$ cat config.mk
export PLATFORM = sky130hd
export DESIGN_NAME = dgf_seq_ctrl
export DESIGN_NICKNAME = d
export VERILOG_FILES = /design/src/rtl/dgf_seq_ctrl.sv
export SDC_FILE = /design/constraint.sdc
export NUM_CORES = 1
export LEC_CHECK = 0
export CELL_PAD_IN_SITES_DETAIL_PLACEMENT = 1
export CELL_PAD_IN_SITES_GLOBAL_PLACEMENT = 2
export CORE_UTILIZATION = 27
export CTS_BUF_LIST = sky130_fd_sc_hd__clkbuf_4 sky130_fd_sc_hd__clkbuf_8 sky130_fd_sc_hd__clkbuf_16
export DETAILED_ROUTE_END_ITERATION = 10
export PLACE_DENSITY_LB_ADDON = 0.1
export SLEW_MARGIN = 0
export SYNTH_ARGS = -nofsm -noshare
export SYNTH_HDL_FRONTEND = slang
export SYNTH_SLANG_ARGS = --single-unit
$ cat constraint.sdc
create_clock -name clk -period 1.7 [get_ports clk]
set_clock_uncertainty 0.05 [all_clocks]
set_input_delay 0.34 -clock clk [delete_from_list [all_inputs] [get_ports clk]]
set_output_delay 0.34 -clock clk [all_outputs]
set_load 0.05 [all_outputs]
$ cat src/rtl/dgf_seq_ctrl.sv
// Sequencer for one async deglitch filter on an I2C pad: standby, wake, loopback self-test, then run.
// Optional output-edge monitor is built when DGF_MON_EN is defined; otherwise mon_edges reads 0.
module dgf_seq_ctrl #(
    parameter int WAKE_CYC = 16,
    parameter int TO_CYC   = 64,
    parameter int CNT_W    = 8,
    parameter int SYNC_STG = 2
) (
    input  logic        clk,
    input  logic        rst,
    input  logic        enable,
    input  logic        cfg_byp,
    input  logic        pad_in,
    input  logic        dg_out,
    input  logic        dg_dout,
    output logic        dg_in,
    output logic        dg_sb,
    output logic        dg_byp,
    output logic        ready,
    output logic        fault,
    output logic [2:0]  st_code,
    output logic [15:0] mon_edges,
    input  logic        mon_clr
);

    typedef enum logic [2:0] {
        ST_OFF    = 3'd0,
        ST_WAKE   = 3'd1,
        ST_TST_LO = 3'd2,
        ST_TST_HI = 3'd3,
        ST_RUN    = 3'd4,
        ST_FAULT  = 3'd5
    } state_t;

    localparam logic [CNT_W-1:0] WAKE_LAST = CNT_W'(WAKE_CYC - 1);
    localparam logic [CNT_W-1:0] TO_LAST   = CNT_W'(TO_CYC - 1);
    localparam logic [CNT_W-1:0] CNT_MAX   = '1;

    state_t             state;
    state_t             state_nxt;
    logic [CNT_W-1:0]   cnt;
    logic [CNT_W-1:0]   cnt_nxt;
    logic [SYNC_STG-1:0] out_sync;
    logic [SYNC_STG-1:0] dout_sync;
    logic               dg_out_s;
    logic               dg_dout_s;
    logic               in_r;
    logic               run_sel;

    // Synchronizers idle at 1, matching the filter's standby output.
    always_ff @(posedge clk) begin
        if (rst) begin
            out_sync  <= '1;
            dout_sync <= '1;
        end else begin
            out_sync  <= {out_sync[SYNC_STG-2:0], dg_out};
            dout_sync <= {dout_sync[SYNC_STG-2:0], dg_dout};
        end
    end

    assign dg_out_s  = out_sync[SYNC_STG-1];
    assign dg_dout_s = dout_sync[SYNC_STG-1];

    always_comb begin
        state_nxt = state;
        cnt_nxt   = (cnt == CNT_MAX) ? cnt : cnt + 1'b1;
        case (state)
            ST_OFF: begin
                cnt_nxt = '0;
                if (enable) state_nxt = ST_WAKE;
            end
            ST_WAKE: begin
                if (cnt == WAKE_LAST) begin
                    state_nxt = ST_TST_LO;
                    cnt_nxt   = '0;
                end
            end
            ST_TST_LO: begin
                if (!dg_out_s && !dg_dout_s) begin
                    state_nxt = ST_TST_HI;
                    cnt_nxt   = '0;
                end else if (cnt == TO_LAST) begin
                    state_nxt = ST_FAULT;
                end
            end
            ST_TST_HI: begin
                if (dg_out_s && dg_dout_s) begin
                    state_nxt = ST_RUN;
                end else if (cnt == TO_LAST) begin
                    state_nxt = ST_FAULT;
                end
            end
            ST_RUN, ST_FAULT: state_nxt = state;
            default: state_nxt = ST_OFF;
        endcase
        // Dropping enable overrides any test pass or timeout in the same cycle.
        if (!enable) begin
            state_nxt = ST_OFF;
            cnt_nxt   = '0;
        end
    end

    // Outputs are decoded from the next state so they change on the same edge as the state.
    always_ff @(posedge clk) begin
        if (rst) begin
            state   <= ST_OFF;
            cnt     <= '0;
            st_code <= 3'd0;
            dg_sb   <= 1'b0;
            dg_byp  <= 1'b1;
            in_r    <= 1'b1;
            run_sel <= 1'b0;
            ready   <= 1'b0;
            fault   <= 1'b0;
        end else begin
            state   <= state_nxt;
            cnt     <= cnt_nxt;
            st_code <= state_nxt;
            dg_sb   <= !(state_nxt == ST_OFF || state_nxt == ST_FAULT);
            dg_byp  <= (state_nxt == ST_RUN) ? cfg_byp :
                       (state_nxt == ST_OFF || state_nxt == ST_WAKE || state_nxt == ST_FAULT);
            in_r    <= (state_nxt != ST_TST_LO);
            run_sel <= (state_nxt == ST_RUN);
            ready   <= (state_nxt == ST_RUN);
            fault   <= (state_nxt == ST_FAULT);
        end
    end

    // In RUN the pad passes straight through; only the mux select is registered.
    assign dg_in = run_sel ? pad_in : in_r;

`ifdef DGF_MON_EN
    logic        out_prev;
    logic [15:0] mon_cnt;

    always_ff @(posedge clk) begin
        if (rst) begin
            out_prev <= 1'b1;
            mon_cnt  <= 16'h0;
        end else begin
            out_prev <= dg_out_s;
            if (mon_clr || state_nxt == ST_OFF) begin
                mon_cnt <= 16'h0;
            end else if (state == ST_RUN && dg_out_s != out_prev && mon_cnt != 16'hFFFF) begin
                mon_cnt <= mon_cnt + 16'h1;
            end
        end
    end

    assign mon_edges = mon_cnt;
`else
    logic unused_mon_clr;
    assign unused_mon_clr = mon_clr;
    assign mon_edges      = 16'h0;
`endif

endmodule

# --- After elaboration in Yosys (flattened, before gate mapping) ---
# Cells that the tools add are included.
word_totals:
  register_bits: 20
classes:
  add_sub_neg: 1
  n_eq_ne: 12
  mux: 12
  n_bitwise: 1
  n_reduce_logical: 12
ops:
  columns: ["cell", "n"]
  rows:
  - ["$mux 8", 3]
  - ["$pmux 8 s3", 1]
  - ["$mux 3", 5]
  - ["$pmux 3 s5", 1]
  - ["$eq 3x3->1 const B", 4]
  - ["$add 8x1->8 const B", 1]
  - ["$eq 8x4->1 const B", 1]
  - ["$eq 8x6->1 const B", 1]
  - ["$eq 8x8->1 const B", 1]
  - ["$eq 3x1->1 const B", 2]
  - ["$eq 3x2->1 const B", 2]
  - ["$logic_not 3->1", 2]
  - ["$reduce_or 2->1", 2]
  - ["$logic_not 1->1", 3]
  - ["$logic_or 1x1->1", 3]
  - ["$ne 3x2->1 const B", 1]
  - ["$logic_and 1x1->1", 2]
  - ["$mux 1", 2]
  - ["$not 1->1", 1]

# --- Logic depth before layout (Yosys ltp) ---
# Gate-level depths: netlist of the first run.
depth:
  ltp_word: 9
  ltp_mapped: 6
  mapped_depth_nobuf: 5

# --- Least setup slack after synthesis of the first run ---
# Ideal clock, no wire load.
synth_path:
  path_kind: "register -> register"
  start: "register state[1]"
  end: "register dg_byp"
  arrival_ns: 1.494
  required_ns: 1.521
  slack_ns: 0.027
  path_stages_with_launch: 6
  cell_sequence: "dfxtp_1 -> clkbuf_2 -> o21ai_0 -> a221o_2 -> nand3_2 -> a31oi_1"
synth_via:
  elab_chain_cells: 8
synth_rtl:
  columns: ["item", "line_no", "source"]
  rows:
  - ["from (decl)", "39", "state_t state;"]
  - ["from (signal assigned)", "116", "state <= state_nxt;"]
  - ["$eq 3x3->1 / $mux 3 (equally long branches)", "67, 82, 89", null]
  - ["$reduce_or 2->1, or another cell as far along", "67", "case (state)"]
  - ["$pmux 3 s5 (*)", "67", null]
  - ["$mux 3 (*)", "97", "if (!enable) begin"]
  - ["$eq 3x1->1 / $logic_not 3->1 (equally long branches)", "121", "(state_nxt == ST_OFF || state_nxt == ST_WAKE || state_nxt == ST_FAULT);"]
  - ["$logic_or 1x1->1 (2 in a row)", "121", null]
  - ["$mux 1 (*)", "120", "dg_byp <= (state_nxt == ST_RUN) ? cfg_byp :"]
  - ["to (signal assigned)", "120", null]
  - ["to (decl)", "18", "output logic dg_byp,"]
# Mark *: on every way between the ends. The rest lies on a longest branch, timed or not.
# A chain may end at the register's enable or synchronous reset.

# --- Final worst setup path of the first run ---
layout_path:
  start: "register cnt[0]"
  end: "register fault"
layout_via:
  elab_chain_cells: 6
layout_rtl:
  columns: ["item", "line_no", "source"]
  rows:
  - ["from (decl)", "41", "logic [CNT_W-1:0] cnt;"]
  - ["from (signal assigned)", "117", "cnt <= cnt_nxt;"]
  - ["$eq 8x6->1", "82, 89", null]
  - ["$mux 3", "82, 89", null]
  - ["$mux 3 (on tied branches)", "87, 79", null]
  - ["$pmux 3 s5 (*)", "67", null]
  - ["$mux 3 (*)", "97", null]
  - ["$eq 3x3->1 (*)", "125", "fault <= (state_nxt == ST_FAULT);"]
  - ["to (signal assigned)", "125", null]
  - ["to (decl)", "20", "output logic fault,"]
# Marked as above.

==> run metrics, run 1 <==
initial detailed-routing violation count 24; pin count of the biggest net entering global routing 12; CTS tree built; fin. max-slew vios 0; worst r2r src cnt[0]$_SDFF_PP0_; slowest cell on the critical path dfxtp_2; ys async rst share 0%; final worst path period share between 90% and 100%; FP Rows 22; PnR worst setup slack 0.133 ns; Post-CTS Setup Inserts 0; Core Util, Final between 30% and 40%; Max Root-Sink Buffers 2; Crit path depth 5; Seq/Total Area, Yosys a little under two fifths; clock latency on the worst-skew pair roughly 0.26 ns; Pre-antenna DRT Iters 2; most used flip-flop cell after synthesis dfxtp_1; cells along the critical path ha_4, and4bb_4, a311oi_1, a211oi_2, nor3b_2; WP buf/inv 0; Antenna Violating Nets Remaining 0; average wire per cell in the routed design about 12 um; CTS Hold Bufs 0; VDD IR max about 0.25 mV; via count between 700 and 800; largest family of logic cells by synthesized area simple AND/OR/NAND/NOR gates; layout cells sized above 1 30.2%; CP Data Required Time ~1.8 ns; Leakage 0.517 nW; chip width ~65 um; post-DP HPWL 1640 um; crit path DAT roughly 1.7 ns; GRT Total Usage 12.0%; Fill cells about 440; Synth Area in Compound Gates between 10% and 20%; Synth Area in XOR/XNOR between 3 and 4%; synth unique cells between 40 and 50; WS Path Type reg2reg; worst hold path type reg2reg; vias in the first global route a little under 800; Initial Util 28.4%; CP max stage delay roughly 0.37 ns; global-route wire length before repair 3730 um; final hold violations 0; outcome completed; GPL Wtd Cong 0.727; maximum fanout along the worst path 6; Antenna diodes 0; fin crit period about 1.6 ns; power per cell area between 700 and 800 mW/mm2; adder-cell share of the synthesized area 1.18%; total wire length ~2200 um; chip height 64.5 um; Reg clk slew, reported paths 0.07 ns; CTS root buf clkbuf_8; crit path capture fault$_SDFF_PP0_; GRT overflow 0; antenna violations before repair 0; design area around 0.0013 mm2; critical path endpoint category register; Post-Place Setup Slack -0.0684 ns; CP startpoint kind register; # DRC 0; Port Buffers 14; DR vias/cell about 4.6; Synth Area in Simple Gates roughly 22%; Post-CTS Resized 0; # nets final around 140; Post-synth EDFFs 0; RSZ-0062 raised after global routing false; Finish-stage setup viols 0; Synth Instances between 100 and 150; syn_area_per_cell between 9 and 10 um2; max_cap viols 0; Layout area overhead 24.1%; warnings from Yosys 0; hold_sp dout_sync[0]$_SDFF_PP1_; CTS Sinks 20; f_max 638 MHz; worst reg2reg endpoint fault$_SDFF_PP0_; Worst setup startpoint cnt[0]$_SDFF_PP0_; Area after DPL approximately 0.0012 mm2; Design Power 980 uW; Worst R2R Path Depth 5; mux cell area share after synthesis around 2.0%; Top delay family on crit path simple AND/OR/NAND/NOR gates; synthesized area 0.00106 mm2; H-tree levels 1; FF-to-FF setup slack between 0.1 and 0.15 ns; number of synthesized register bits 20; # IOs 32; CTS buffer count 3; core area 0.00372 mm2; full die area about 0.0042 mm2
per-layer routing:
layer | GRT usage [%] | vias to the layer above | share of wire [%]
met5 | 0 | - | 0
met4 | 6.67 | 0 | 1.8
met3 | 2.64 | 4 | 4.5
met2 | 19.2 | 23 | 47
met1 | 14.8 | 379 | 47
li1 | - | 393 | -
synthesized netlist by cell type (all sizes together), types with 2 or more instances:
library cell,number,area share (%)
buf,18,14
nand2b,2,1.2
o211ai,2,1.4
or2,5,3.0
o21ai,2,0.95
dfxtp,20,38
nand3,5,3.3
a311oi,3,3.1
nor2,8,2.8
xor2,3,2.5
and3,2,1.2
and2,3,2.1
a211oi,3,3.1
a21oi,4,1.9
inv,3,1.1
flip-flops by register name, summed over array words and instances (netlist names):
signal and flops:
run_sel 1, dout_sync 2, dg_byp 1, fault 1, in_r 1, cnt 8
out_sync 2, state 3, dg_sb 1
worst min-delay path by stage:
stage	endpoint	slack, ns	depth (start not counted)
finish	dout_sync[1]$_SDFF_PP1_	0.36	1
global placement	dout_sync[1]$_SDFF_PP1_	0.35	1
global route	dout_sync[1]$_SDFF_PP1_	0.39	1
detailed placement	out_sync[1]$_SDFF_PP1_	0.35	1
floorplan	dout_sync[1]$_SDFF_PP1_	0.34	1
CTS	out_sync[1]$_SDFF_PP1_	0.37	1
cell families after synthesis:
family	Yosys count
AOI/OAI and AO/OA	23
xor gates and xnor gates	4
adders and majority gates	1
buffers and inverters	22
DFF	20
muxes	2
other	1
and+or+nand+nor	34
through the flow:
stage / instances / hold slack, ns / setup TNS (ns)
floorplan: 122 / 0.339 / 0
global placement: 170 / 0.347 / -0.0318
detailed placement: 170 / 0.351 / -0.0912
CTS: 174 / 0.369 / 0
global route: 174 / 0.387 / 0
finish: 174 / 0.363 / 0
final cells by class:
class | instances | area, um2 | share of cell area (%)
clock buffers | 4 | 55.1 | 4.20
repair buffers | 19 | 208 | 15.9
inverters | 3 | 11.3 | 0.860
well taps | 48 | 60.1 | 4.58
multi-input cells | 80 | 573 | 43.7
flip-flops and latches | 20 | 403 | 30.8
report_power, final:
part	switching (mW)	leakage [nW]	internal [mW]
combinational	0.104	0.324	0.0317
sequential	0.00516	0.164	0.476
clock	0.157	0.0288	0.206
worst register-to-register path, stage by stage (launching register included):
cell	delay, ns
dfxtp_2	0.37
ha_4	0.17
and4bb_4	0.29
a311oi_1	0.12
a211oi_2	0.30
nor3b_2	0.20
placed cells by master, fill, tap and decap left out, types with 2 or more instances in the layout:
cell type,synthesis,final
a211oi_2,2,2
a21oi_1,4,4
a311oi_1,2,2
and3_1,2,2
buf_12,0,4
buf_4,16,9
clkbuf_8,0,4
clkdlybuf4s50_1,0,6
conb_1,1,16
dfxtp_1,20,18
dfxtp_2,0,2
inv_1,3,3
nand2b_1,2,2
nand3_1,3,3
nand3_2,2,2
nor2_1,8,8
o211ai_1,2,2
or2_2,4,4
xor2_1,3,3
(Power assumes the default switching activity.)
==> run 2: changes to the inputs <==
--- a/config.mk
+++ b/config.mk
@@ -5,6 +5,7 @@
 export SDC_FILE = /design/constraint.sdc
 export NUM_CORES = 1
 export LEC_CHECK = 0
+export ABC_AREA = 0
 export CELL_PAD_IN_SITES_DETAIL_PLACEMENT = 1
 export CELL_PAD_IN_SITES_GLOBAL_PLACEMENT = 2
 export CORE_UTILIZATION = 27
==> results of run 2 <==
Same layout as run 1: the final DEF is identical, and so are final timing and power.
==> run 3: changes to the inputs <==
--- a/config.mk
+++ b/config.mk
@@ -11,6 +11,7 @@
 export CORE_UTILIZATION = 27
 export CTS_BUF_LIST = sky130_fd_sc_hd__clkbuf_4 sky130_fd_sc_hd__clkbuf_8 sky130_fd_sc_hd__clkbuf_16
 export DETAILED_ROUTE_END_ITERATION = 10
+export HOLD_SLACK_MARGIN = 0.08
 export PLACE_DENSITY_LB_ADDON = 0.1
 export SLEW_MARGIN = 0
 export SYNTH_ARGS = -nofsm -noshare
==> constraint.sdc (replaced) <==
create_clock -name clk -period 1.7 [get_ports clk]
set_clock_uncertainty 0.05 [all_clocks]
set_input_delay 0.34 -clock clk [delete_from_list [all_inputs] [get_ports clk]]
set_output_delay 0.34 -clock clk [all_outputs]
set_load 0.01 [all_outputs]
==> run 3 against run 2 <==
Effect of this change:
- critical path depth decreased by 2
- core utilization fell by 0.17 points
- clock-buffer cell count decreased by 1
- global-route usage about the same
- sequential power hardly changed
- register-to-register slack lost 0.05 ns
- cell count rose by 0.57%
- first-iteration DRC count is 50% higher
- critical path type is now in2out
- sequential share of layout area rose by 0.24 points
==> run metrics, run 3 (same netlist as run 1, synthesis figures left out) <==
Port Buffers 14; max_cap viols 0; WS Path Type in2out; pin count of the biggest net entering global routing 13; crit path DAT roughly 1.3 ns; worst hold path type reg2reg; CP startpoint kind input port; Internal Pwr Total ~800 uW; WP buf/inv 2; chip width ~65 um; Pre-antenna DRT Iters 4; GPL Wtd Cong 0.711; vias in the first global route around 760; commonest non-fill, non-tap cell in the layout dfxtp_1; clock latency on the worst-skew pair 0.26 ns; CTS tree built; f_max approximately 600 MHz; CP Data Required Time 1.31 ns; initial detailed-routing violation count 36; chip height 64.5 um; # IOs 32; Antenna Violating Nets Remaining 0; via count around 800; average wire per cell in the routed design ~12 um; fin. max-slew vios 0; final hold violations 0; CTS buffer count 3; outcome completed; H-tree levels 1; global-route wire length before repair ~3700 um; largest reg by FF count cnt; CTS Sinks 20; Antenna diodes 0; # DRC 0; Initial Util approximately 28%; worst hold slack roughly 0.37 ns; Switching Share 20.0%; total wire length ~2100 um; GRT Total Usage approximately an eighth; RSZ-0062 raised after global routing true; VDD IR max ~0.25 mV; Post-CTS Setup Inserts 0; GRT overflow 0; full die area 0.00417 mm2; fin crit period 1.67 ns; most frequent cells in the layout dfxtp_1, conb_1, clkdlybuf4s50_1; maximum fanout along the worst path 1; Flop pwr share roughly 47%; CTS root buf clkbuf_8; Cell Count, Final, Fillers Out 175; Fill cells 431; Finish-stage setup viols 0; CP max stage delay about 0.40 ns; clock network fraction of design power about 47%; dpl cells about 170; Gate power share roughly 6.3%; DR vias/cell roughly 4.6; max reg flops 8; Sw Pwr slightly above 200 uW; post-DP HPWL about 1600 um; # nets final roughly 140; FP Rows 22; cells along the critical path clkdlybuf4s50_1, mux2_2, dlygate4sd2_1; layout cells sized above 1 between 20% and 30%; CTS Hold Bufs 0; power per cell area slightly below 800 mW/mm2; antenna violations before repair 0; final worst path period share a little over nine tenths; Top delay family on crit path buffers and inverters; Leakage 0.501 nW; Layout area overhead 23.5%; biggest regs cnt x8, state x3; core area around 0.0037 mm2; Design Power 1.02 mW; critical path endpoint category output port; slowest cell on the critical path clkdlybuf4s50_1; Reg clk slew, reported paths around 0.08 ns; Max Root-Sink Buffers 2
==> run 3: cell count changes in the layout (fill, tap and decap cells not counted) <==
cell,change
bufinv_16,+1
dfxtp_4,+1
dfxtp_2,-2
dlygate4sd2_1,+1
buf_12,-4
clkdlybuf4s50_1,+7
buf_4,-3
clkbuf_8,-1
dfxtp_1,+1
==> run 3: power by group through the flow <==
| stage | Sequential (mW) | Clock, mW | Combinational [mW] |
|---|---|---|---|
| global route | 0.481 | 0.529 | 0.0717 |
| CTS | 0.481 | 0.501 | 0.0633 |
| finish | 0.479 | 0.479 | 0.0645 |
| global placement | 0.492 | 0 | 0.0622 |
| floorplan | 0.493 | 0 | 0.0575 |
| detailed placement | 0.492 | 0 | 0.0633 |
==> run 3: final cells by class <==
| cell class | count | area [um2] | share of cell area (%) |
|---|---|---|---|
| clock buffers | 3 | 41.3 | 3.17 |
| clock inverters | 1 | 30.0 | 2.30 |
| inverters | 3 | 11.3 | 0.864 |
| multi-input cells | 80 | 573 | 44.0 |
| flip-flops and latches | 20 | 404 | 31.0 |
| well taps | 48 | 60.1 | 4.61 |
| repair buffers | 20 | 184 | 14.1 |
==> run 3: routing by layer <==
layer / track usage, % / vias up / wire (um)
met5: 0 / - / 0
met2: 17.2 / 23 / 945
met3: 2.11 / 4 / 82
met4: 10.0 / 0 / 62
li1: - / 393 / -
met1: 15.4 / 384 / 1040
==> run 3: path summary, 6_finish.rpt <==
kind	startpoint	endpoint	slack [ns]	depth (start not counted)
setup / recovery	pad_in	dg_in	0.03	3
hold / removal	dout_sync[0]$_SDFF_PP1_	dout_sync[1]$_SDFF_PP1_	0.37	1
setup reg to reg	cnt[1]$_SDFF_PP0_	in_r$_SDFF_PP1_	0.08	5
hold reg to reg	dout_sync[0]$_SDFF_PP1_	dout_sync[1]$_SDFF_PP1_	0.37	1
==> run 3: what timing repair did <==
item	4_1_cts	5_1_grt
gates resized for setup	2	4
pin swaps	0	1
cloned	0	0
setup endpoints to repair	2	13
==> run 3: through the flow <==
step / instance area [um2] / setup slack (ns) / setup TNS [ns] / util [%]
floorplan: 1110 / 0.226 / 0 / -
global placement: 1210 / -0.153 / -0.189 / 32.6
detailed placement: 1210 / -0.176 / -0.237 / 32.6
CTS: 1280 / 0.0155 / 0 / 34.5
global route: 1300 / -0.0235 / -0.0235 / 35.1
finish: 1300 / 0.0347 / 0 / 35.1
